===== config.mk =====
export PLATFORM = sky130hd
export DESIGN_NAME = adda_chan_sched
export DESIGN_NICKNAME = d
export VERILOG_FILES = /design/src/rtl/adda_chan_sched.sv
export SDC_FILE = /design/constraint.sdc
export NUM_CORES = 1
export LEC_CHECK = 0
export ABC_AREA = 1
export CORE_ASPECT_RATIO = 1.4
export CORE_MARGIN = 3
export CORE_UTILIZATION = 43
export CTS_BUF_LIST = sky130_fd_sc_hd__clkbuf_4 sky130_fd_sc_hd__clkbuf_8
export DETAILED_ROUTE_END_ITERATION = 10
export PLACE_DENSITY = 0.8
export RECOVER_POWER = 50
export SKIP_CTS_REPAIR_TIMING = 1
export SYNTH_ARGS = -nofsm -noshare
export SYNTH_HDL_FRONTEND = slang
export SYNTH_SLANG_ARGS = --single-unit

===== constraint.sdc =====
create_clock -name clk -period 3.12 [get_ports clk]
set_input_delay 0.78 -clock clk [delete_from_list [all_inputs] [get_ports clk]]
set_output_delay 0.78 -clock clk [all_outputs]
set_load 0.005 [all_outputs]

===== src/rtl/adda_chan_sched.sv =====
// -----------------------------------------------------------------------------
// adda_chan_sched
//
// Round-robin scheduler that shares a single ADDA adder (DQL = DQLN + Y>>2)
// among NCH ADPCM channels. One requesting channel is granted at a time. Its
// operands are registered and DQL is computed in the following cycle. The
// result is then presented on a valid/ready output, tagged with the channel
// index, and held until the consumer accepts it. No new grant is issued while
// a result is pending.
//
// Ports
//   clk        in   1        system clock, rising edge
//   reset_n    in   1        asynchronous reset, active low
//   req_valid  in   NCH      per-channel request, bit i = channel i
//   req_dqln   in   NCH*12   channel i DQLN at [12*i+11:12*i]
//   req_y      in   NCH*13   channel i Y at [13*i+12:13*i]
//   req_ready  out  NCH      one-hot grant (combinational, IDLE only)
//   out_valid  out  1        out_dql/out_chan hold a result
//   out_ready  in   1        consumer accepts the result
//   out_dql    out  12       DQLN + Y[12:2], modulo 4096
//   out_chan   out  IDW      channel that produced out_dql
//   busy       out  1        a transaction is in flight (not IDLE)
// -----------------------------------------------------------------------------
module adda_chan_sched #(
    parameter int NCH = 4,
    parameter int IDW = 2
) (
    input  logic              clk,
    input  logic              reset_n,
    input  logic [NCH-1:0]    req_valid,
    input  logic [NCH*12-1:0] req_dqln,
    input  logic [NCH*13-1:0] req_y,
    output logic [NCH-1:0]    req_ready,
    output logic              out_valid,
    input  logic              out_ready,
    output logic [11:0]       out_dql,
    output logic [IDW-1:0]    out_chan,
    output logic              busy
);

    typedef enum logic [1:0] {
        IDLE = 2'd0,
        CALC = 2'd1,
        HOLD = 2'd2
    } state_t;

    state_t         state;
    state_t         state_nxt;

    logic [IDW-1:0] last_grant;
    logic [IDW-1:0] grant_idx;
    logic           grant_any;
    logic           take;
    int             cand;
    logic [IDW-1:0] cidx;

    logic [11:0]    dqln_sel;
    logic [12:0]    y_sel;

    logic [11:0]    dqln_p0;
    logic [12:0]    y_p0;
    logic [IDW-1:0] chan_p0;

    // ADDA: scale factor contributes Y>>2 (11 bits); the carry out of the
    // 12-bit sum is discarded so the result wraps modulo 4096.
    function automatic logic [11:0] adda_wrap(input logic [11:0] dqln,
                                              input logic [12:0] y);
        logic [12:0] sum;
        sum = {1'b0, dqln} + {2'b00, y[12:2]};
        return sum[11:0];
    endfunction

    // Round-robin search: start just after the last granted channel and
    // wrap, so the channel granted most recently has the lowest priority.
    always_comb begin
        grant_any = 1'b0;
        grant_idx = '0;
        cand      = 0;
        cidx      = '0;
        for (int k = 1; k <= NCH; k++) begin
            cand = int'(last_grant) + k;
            if (cand >= NCH) begin
                cand = cand - NCH;
            end
            cidx = IDW'(cand);
            if (!grant_any && req_valid[cidx]) begin
                grant_any = 1'b1;
                grant_idx = cidx;
            end
        end
    end

    assign take     = (state == IDLE) && grant_any;
    assign dqln_sel = req_dqln[grant_idx*12 +: 12];
    assign y_sel    = req_y[grant_idx*13 +: 13];
    assign busy     = (state != IDLE);

    // Grant is offered only in IDLE and is suppressed while reset is held,
    // so no handshake can appear to complete during reset.
    always_comb begin
        req_ready = '0;
        if (take && reset_n) begin
            req_ready[grant_idx] = 1'b1;
        end
    end

    always_comb begin
        state_nxt = state;
        case (state)
            IDLE: begin
                if (grant_any) begin
                    state_nxt = CALC;
                end
            end
            CALC: begin
                state_nxt = HOLD;
            end
            HOLD: begin
                if (out_ready) begin
                    state_nxt = IDLE;
                end
            end
            default: begin
                state_nxt = IDLE;
            end
        endcase
    end

    // ---- stage p0: capture granted channel (control) ----
    always_ff @(posedge clk or negedge reset_n) begin
        if (!reset_n) begin
            state      <= IDLE;
            last_grant <= IDW'(NCH - 1);
            chan_p0    <= '0;
            out_valid  <= 1'b0;
            out_dql    <= '0;
            out_chan   <= '0;
        end else begin
            state <= state_nxt;
            if (take) begin
                last_grant <= grant_idx;
                chan_p0    <= grant_idx;
            end
            // ---- stage p1: adder result to output register ----
            if (state == CALC) begin
                out_valid <= 1'b1;
                out_dql   <= adda_wrap(dqln_p0, y_p0);
                out_chan  <= chan_p0;
            end else if ((state == HOLD) && out_ready) begin
                out_valid <= 1'b0;
            end
        end
    end

    // ---- stage p0: capture granted operands (data, no reset needed) ----
    always_ff @(posedge clk) begin
        if (take) begin
            dqln_p0 <= dqln_sel;
            y_p0    <= y_sel;
        end
    end

endmodule


==> impl_metrics.ini, run 1 <==
[status]
outcome = finished, final reports clean

[sta]
holdWs_ps = 481.8
fmax_ghz = 0.3371
slew-limit-headroom_pct = 30.28
worst_pin_slew_ps = 1046
finalMaxSlewViolations = 0
hold_viol_final = 0
fin_crit_sh_pct = 95.07
setup_viol = 0
min_period_ps = 2966
skew_ps = 2.733
rsz0062_at_grt = false

[finish]
final_util_pct = 61.60
most-common-layout-cells = 222 x nand2_1, 94 x clkdlybuf4s50_1, 43 x nand3_2
final_nets = 702
layout.cells.non_filler = 684
syn_to_final_growth_pct = 36.54
diodes = 0
final_common_cell = nand2_1
layout-drive-gt1-share_pct = 18.66

[place]
portBuffers = 118
dp.cells = 670
place.gp.congestion = 0.8816
dp.final_hpwl_microns = 7213

[synth]
syn_nets = 582
synth_seq_cells = 44
synth.cell_area_sq_um = 3582
yosys_warnings = 0
yosysUniqueCellTypes = 38
synth_top_area_cell = nand2_1
syn-mean-instance-area_sq_um = 7.737
ys_seq_area_share_pct = 34.02
syn_inst = 463
yosys-top-cells-area = nand2_1 24%, edfxtp_1 19%, dfrtp_1 13%, nand3_2 11%, ha_1 3.8%
synth_top_area_share_pct = 23.79

[drt]
routedWlPerCell_microns = 13.28
final_antenna_net_count = 0
vias_per_cell = 4.934
drc = 0
dr.pass1.iters = 4
first_iter_violations = 202
wl_microns = 9086
num_vias = 3375

[clocking]
clk_latency_ps = 290
cts_tree = done
path_clk_slew_ps = 80
cts_buffer_depth = 2
htreeDepth = 2
cts-buffers-inserted = 5
clkSinkCount = 44
clockRootBuffer = clkbuf_8

[pwr]
p_total_mw = 6.270
power_density_nw_per_um2 = 1282
leakage_nw = 2.409
vdd_drop_max_mv = 0.6374

[die]
start_util_pct = 45.12
num_io_pins = 127
dieWidth_microns = 83.14
rows = 38
core_sq_um = 7940
dieArea_sq_um = 9478
die_height_microns = 114.0

[worst_setup_path]
r2r-start = last_grant[0]$_DFFE_PN1P_
reg2reg_depth = 13
critPathMaxFanout = 9
crit_chain = inv_4, nand2_1, nand2_2, nand2_4, nand2_4, nor2_4, nand3_2, nand2_2, nand2_4, buf_4, nor3_2, clkbuf_2
startpoint_type = flip-flop
slowest_delay_ps = 630
r2r_setup_slack_ps = 660
crit_arrival_ps = 2190
worst-endpoint-required_ps = 2340
cp-end-kind = output pin
path_common_cell = nand2_4
worst_path_max_delay_cell = dfstp_2
r2r_end = y_p0[3]$_DFFE_PP_
critPathKind = reg2out

[min_path]
hold_path_end = out_dql[4]$_DFFE_PN0P_
hold_depth = 2
min_path_type = reg2reg
hp-start = out_dql[4]$_DFFE_PN0P_

[grt]
grt_pass1_wl_microns = 14990
grt-ovfl-total = 0
grt_use_total_pct = 19.15
grt_max_degree = 47
grt_pass1_vias = 3386
antenna_found_initial = 0

[flow_run]
drv_cap = 0
## cell families after synthesis
family | count (synthesis) | synth area share (%)
buffers and inverters | 47 | 10.62
flip-flops | 44 | 34.02
AO/OA/AOI/OAI | 30 | 5.030
XOR/XNOR | 4 | 0.9782
AND/OR/NAND/NOR | 326 | 44.95
adder cells (fa/ha/maj) | 12 | 4.401
## area by class of cell
cell class | instances | area (sq um)
Fill cell | 697 | 3049
Timing Repair Buffer | 135 | 1323
Inverter | 25 | 100.1
Tap cell | 100 | 125.1
Clock buffer | 6 | 76.32
Clock inverter | 2 | 35.03
Multi-Input combinational cell | 372 | 2013
Sequential cell | 44 | 1219
## state kept, by name, indices dropped and copies added, names as in the netlist
register	cells
last_grant	2
y_p0	11
state	2
out_valid	1
chan_p0	2
out_chan	2
dqln_p0	12
out_dql	12
## report_power, final
part / internal, mW / switching, mW
Combinational: 1.77 / 2.80
Clock: 0.246 / 0.183
Sequential: 1.13 / 0.145
Total: 3.14 / 3.13
## Yosys cell counts (all sizes together)
cell type and number:
a21o 1, a21oi 10, a31oi 2, buf 15, clkbuf 7, clkinv 2, dfrtp 19, dfstp 2
edfxtp 23, fa 1, ha 11, inv 23, nand2 243, nand3 64, nand4 2, nor2 10
nor3 5, nor4 1, o21a 1, o21ai 16, or2 1, xnor2 3, xor2 1
## per-layer routing
layer / global-route usage [%] / part of all wire [%]
met5: 0 / 0
met4: 6.434 / 2.4
met3: 3.613 / 5.7
met2: 35.65 / 53
met1: 21.85 / 39
## worst max-delay path by stage
stage / slack (ps) / cells after the start / end / from
floorplan: 20 / 10 / req_ready[2] / req_valid[2]
global placement: -440 / 12 / req_ready[2] / req_valid[0]
detailed placement: -490 / 12 / req_ready[3] / req_valid[0]
CTS: -490 / 12 / req_ready[3] / req_valid[0]
global route: 10 / 12 / req_ready[2] / last_grant[0]$_DFFE_PN1P_
finish: 150 / 12 / req_ready[2] / last_grant[0]$_DFFE_PN1P_
## stage by stage
| step | setup WS, ps | TNS [ps] | instance area (sq um) |
|---|---|---|---|
| detailed placement | -493.0 | -1916 | 4703 |
| global placement | -435.6 | -1678 | 4703 |
| finish | 153.7 | 0 | 4891 |
| global route | 13.19 | 0 | 4891 |
| floorplan | 21.25 | 0 | 3582 |
| CTS | -492.2 | -1940 | 4815 |
## critical path, delay by kind of cell (launching register included)
family	cells	cell delay (ps)
buf+inv	3	370
flops	1	630
simple gates	9	900
Power figures use the tool's default switching activity.
==> run 2, diff against run 1 <==
CORE_MARGIN = default   (was 3)
==> impl_metrics.ini, run 2 (same netlist as run 1, synthesis figures left out) <==
[place]
place_area_sq_um = 4678
dp.final_hpwl_microns = 6784
place.gp.congestion = 0.9143
portBuffers = 118

[finish]
final_area_sq_um = 4831
final_nets = 695
n_fill_cell = 723
final_common_cell = nand2_1
syn_to_final_growth_pct = 34.86
most-common-layout-cells = 223 x nand2_1, 94 x clkdlybuf4s50_1, 40 x nand3_2
final_util_pct = 59.64
largestRegisters = dqln_p0 x12, out_dql x12, y_p0 x11
diodes = 0
layout-drive-gt1-share_pct = 16.98

[drt]
vias_per_cell = 4.813
dr.pass1.iters = 6
first_iter_violations = 143
final_antenna_net_count = 0
drc = 0
num_vias = 3268
routedWlPerCell_microns = 12.65
wl_microns = 8590

[clocking]
path_clk_slew_ps = 80
cts_buffer_depth = 2
cts_tree = done
clkSinkCount = 44
clockRootBuffer = clkbuf_8
cts-buffers-inserted = 5
clk_latency_ps = 300
htreeDepth = 2

[pwr]
vdd_drop_max_mv = 0.7405
leakage_nw = 2.377
p_total_mw = 6.100
power_density_nw_per_um2 = 1263

[sta]
slew-limit-headroom_pct = 30.78
fin_crit_sh_pct = 94.18
fmax_ghz = 0.3403
skew_ps = 9.665
rsz0062_at_grt = false
min_period_ps = 2939
hold_viol_final = 0
setup_viol = 0
worst_pin_slew_ps = 1038
finalMaxSlewViolations = 0

[flow_run]
drv_cap = 0

[die]
core_sq_um = 8100
dieWidth_microns = 79.14
num_io_pins = 127
dieArea_sq_um = 8705
die_height_microns = 110.0
rows = 39
start_util_pct = 44.22

[grt]
grt-ovfl-total = 0
grt_pass1_wl_microns = 14100
grt_pass1_vias = 3171
grt_use_total_pct = 20.61
antenna_found_initial = 0
grt_max_degree = 47

[worst_setup_path]
cp-end-kind = output pin
critPathKind = reg2out
critPathMaxFanout = 9
startpoint_type = flip-flop
crit_arrival_ps = 2160
worst-endpoint-required_ps = 2340
r2r_setup_slack_ps = 620

[status]
outcome = finished, final reports clean

[min_path]
min_path_type = reg2reg
==> run 2: path summary, 6_finish.rpt <==
kind | cells past startpoint | from | endpoint
min in group asynchronous | 2 | reset_n | out_dql[1]$_DFFE_PN0P_
setup / recovery | 13 | last_grant[0]$_DFFE_PN1P_ | req_ready[1]
setup reg to reg | 13 | last_grant[0]$_DFFE_PN1P_ | dqln_p0[4]$_DFFE_PP_
hold reg to reg | 2 | out_dql[0]$_DFFE_PN0P_ | out_dql[0]$_DFFE_PN0P_
max in group asynchronous | 2 | reset_n | chan_p0[0]$_DFFE_PN0P_
hold / removal | 2 | out_dql[0]$_DFFE_PN0P_ | out_dql[0]$_DFFE_PN0P_
==> run 2: layout make-up <==
type	count	area (sq um)	share of cell area, %
clock buffers	6	76.32	1.580
repair buffers	128	1240	25.67
clock inverters	2	60.06	1.243
inverters	25	100.1	2.072
multi-input cells	372	2008	41.57
flip-flops and latches	44	1219	25.23
well taps	102	127.6	2.642
==> run 2: per-layer routing <==
metal	vias to the layer above	share of wire [%]	track usage [%]
li1	1715	-	-
met1	1444	42	23.92
met2	97	52	37.62
met3	12	3.8	3.374
met4	0	2.5	7.922
met5	-	0	0
==> run 2: worst max-delay path, stage by stage (launching register included) <==
cell      delay, ps
dfstp_2         630
inv_4            90
nand2_1          80
nand2_2          90
nand2_2          80
nand2_2          60
nand2_1          90
nand2_2          80
nor2_4          110
nand2_2          80
nand2_4         130
inv_2            60
nor3_2          140
clkbuf_2        130
==> run 2: stage by stage <==
| stage | setup WS [ps] | hold WS [ps] | setup TNS [ps] | cells |
|---|---|---|---|---|
| 6_report | 181.5 | 472.0 | 0 | 679 |
| 5_1_grt | 22.29 | 512.8 | 0 | 679 |
| 4_1_cts | -499.3 | 487.3 | -1905 | 678 |
| 3_5_place_dp | -496.1 | 466.6 | -1892 | 670 |
| 3_3_place_gp | -438.7 | 459.7 | -1691 | 670 |
| 2_1_floorplan | 21.25 | 465.4 | 0 | 463 |
==> run 2: report_power, final <==
part	internal, mW	switching [mW]
logic	1.57	2.73
clock network	0.329	0.193
registers	1.13	0.147
==> run 3, diff against run 2 <==
CAP_MARGIN = 0   (was default)
MAX_ROUTING_LAYER = met4   (was default)
==> impl_metrics.ini, run 3 (same netlist as run 1, synthesis figures left out) <==
[place]
dp.final_hpwl_microns = 6784
place_ws_ps = -496.1
dp.cells = 670
portBuffers = 118
place.gp.congestion = 0.9303
place_area_sq_um = 4678

[clocking]
path_clk_slew_ps = 80
htreeDepth = 2
clockRootBuffer = clkbuf_8
cts-buffers-inserted = 5
cts_tree = done
cts_buffer_depth = 2
clk_latency_ps = 300
clkSinkCount = 44

[grt]
grt-ovfl-total = 0
grt_pass1_wl_microns = 14080
grt_max_degree = 47
grt_use_total_pct = 21.20
antenna_found_initial = 0
grt_pass1_vias = 3163

[worst_setup_path]
critPathMaxFanout = 9
slowest_delay_ps = 630
cp-end-kind = output pin
path_delay_family = simple AND/OR/NAND/NOR gates
worst_path_max_delay_cell = dfstp_2
r2r_setup_slack_ps = 600
crit_buf_inv = 3
startpoint_type = flip-flop
crit_arrival_ps = 2160
critPathKind = reg2out
worst-endpoint-required_ps = 2340
path_common_cell = nand2_2
crit_chain = inv_4, nand2_1, nand2_2, nand2_2, nand2_2, nand2_1, nand2_2, nor2_4, nand2_2, nand2_4, inv_2, nor3_2, clkbuf_2

[pwr]
p_total_mw = 6.108
vdd_drop_max_mv = 0.7433
power_density_nw_per_um2 = 1264
leakage_nw = 2.377

[die]
start_util_pct = 44.22
rows = 39
core_sq_um = 8100
die_height_microns = 110.0
num_io_pins = 127
dieArea_sq_um = 8705
dieWidth_microns = 79.14

[finish]
layout-drive-gt1-share_pct = 16.98
final_area_sq_um = 4831
syn_to_final_growth_pct = 34.86
most-common-layout-cells = 223 x nand2_1, 94 x clkdlybuf4s50_1, 40 x nand3_2
largestRegisters = dqln_p0 x12, out_dql x12, y_p0 x11
layout.cells.non_filler = 679
final_common_cell = nand2_1
diodes = 0
final_nets = 695
final_util_pct = 59.64

[sta]
holdWs_ps = 471.8
finalSetupTns_ps = 0
finalMaxSlewViolations = 0
hold_viol_final = 0
fin_ws_ps = 177.2
fin_crit_sh_pct = 94.32
setup_viol = 0
skew_ps = 10.05
rsz0062_at_grt = false
worst_pin_slew_ps = 1038
slew-limit-headroom_pct = 30.81
min_period_ps = 2943
fmax_ghz = 0.3398

[drt]
first_iter_violations = 165
routedWlPerCell_microns = 12.74
vias_per_cell = 4.838
final_antenna_net_count = 0
num_vias = 3285
drc = 0
dr.pass1.iters = 6
wl_microns = 8650

[status]
outcome = finished, final reports clean

[flow_run]
drv_cap = 0

[min_path]
min_path_type = reg2reg
## run 3: cell counts in the layout (fill, tap and decap cells not counted)
Identical to the previous run, type by type.
## run 3: worst paths after layout
kind,from,to,cells after the start
max in group asynchronous,reset_n,chan_p0[0]$_DFFE_PN0P_,2
max reg2reg,last_grant[0]$_DFFE_PN1P_,y_p0[3]$_DFFE_PP_,16
min,out_dql[0]$_DFFE_PN0P_,out_dql[0]$_DFFE_PN0P_,2
min reg2reg,out_dql[0]$_DFFE_PN0P_,out_dql[0]$_DFFE_PN0P_,2
min in group asynchronous,reset_n,out_dql[1]$_DFFE_PN0P_,2
max,last_grant[0]$_DFFE_PN1P_,req_ready[1],13
## run 3: final cells by class
cell class / instances / area, sq um
well taps: 102 / 127.6
inverters: 25 / 100.1
clock inverters: 2 / 60.06
fillers: 723 / 3269
repair buffers: 128 / 1240
clock buffers: 6 / 76.32
flip-flops and latches: 44 / 1219
multi-input cells: 372 / 2008
## run 3: per-layer routing
layer	wire (microns)	global-route usage [%]
met1	3602	24.08
met2	4429	37.68
met3	386	3.045
met4	231	7.922
met5	0	-
## run 3: report_power, final
| part | leakage, nW | internal [mW] | switching [mW] | total, mW |
|---|---|---|---|---|
| logic | 1.83 | 1.57 | 2.74 | 4.31 |
| clock network | 0.0688 | 0.329 | 0.193 | 0.522 |
| registers | 0.477 | 1.13 | 0.147 | 1.28 |
| total | 2.38 | 3.03 | 3.08 | 6.11 |
## run 3: tightest hold or removal path: stages (launching register included)
cell and delay, ps:
dfrtp_1 350, nand2_1 50, nand2_1 40
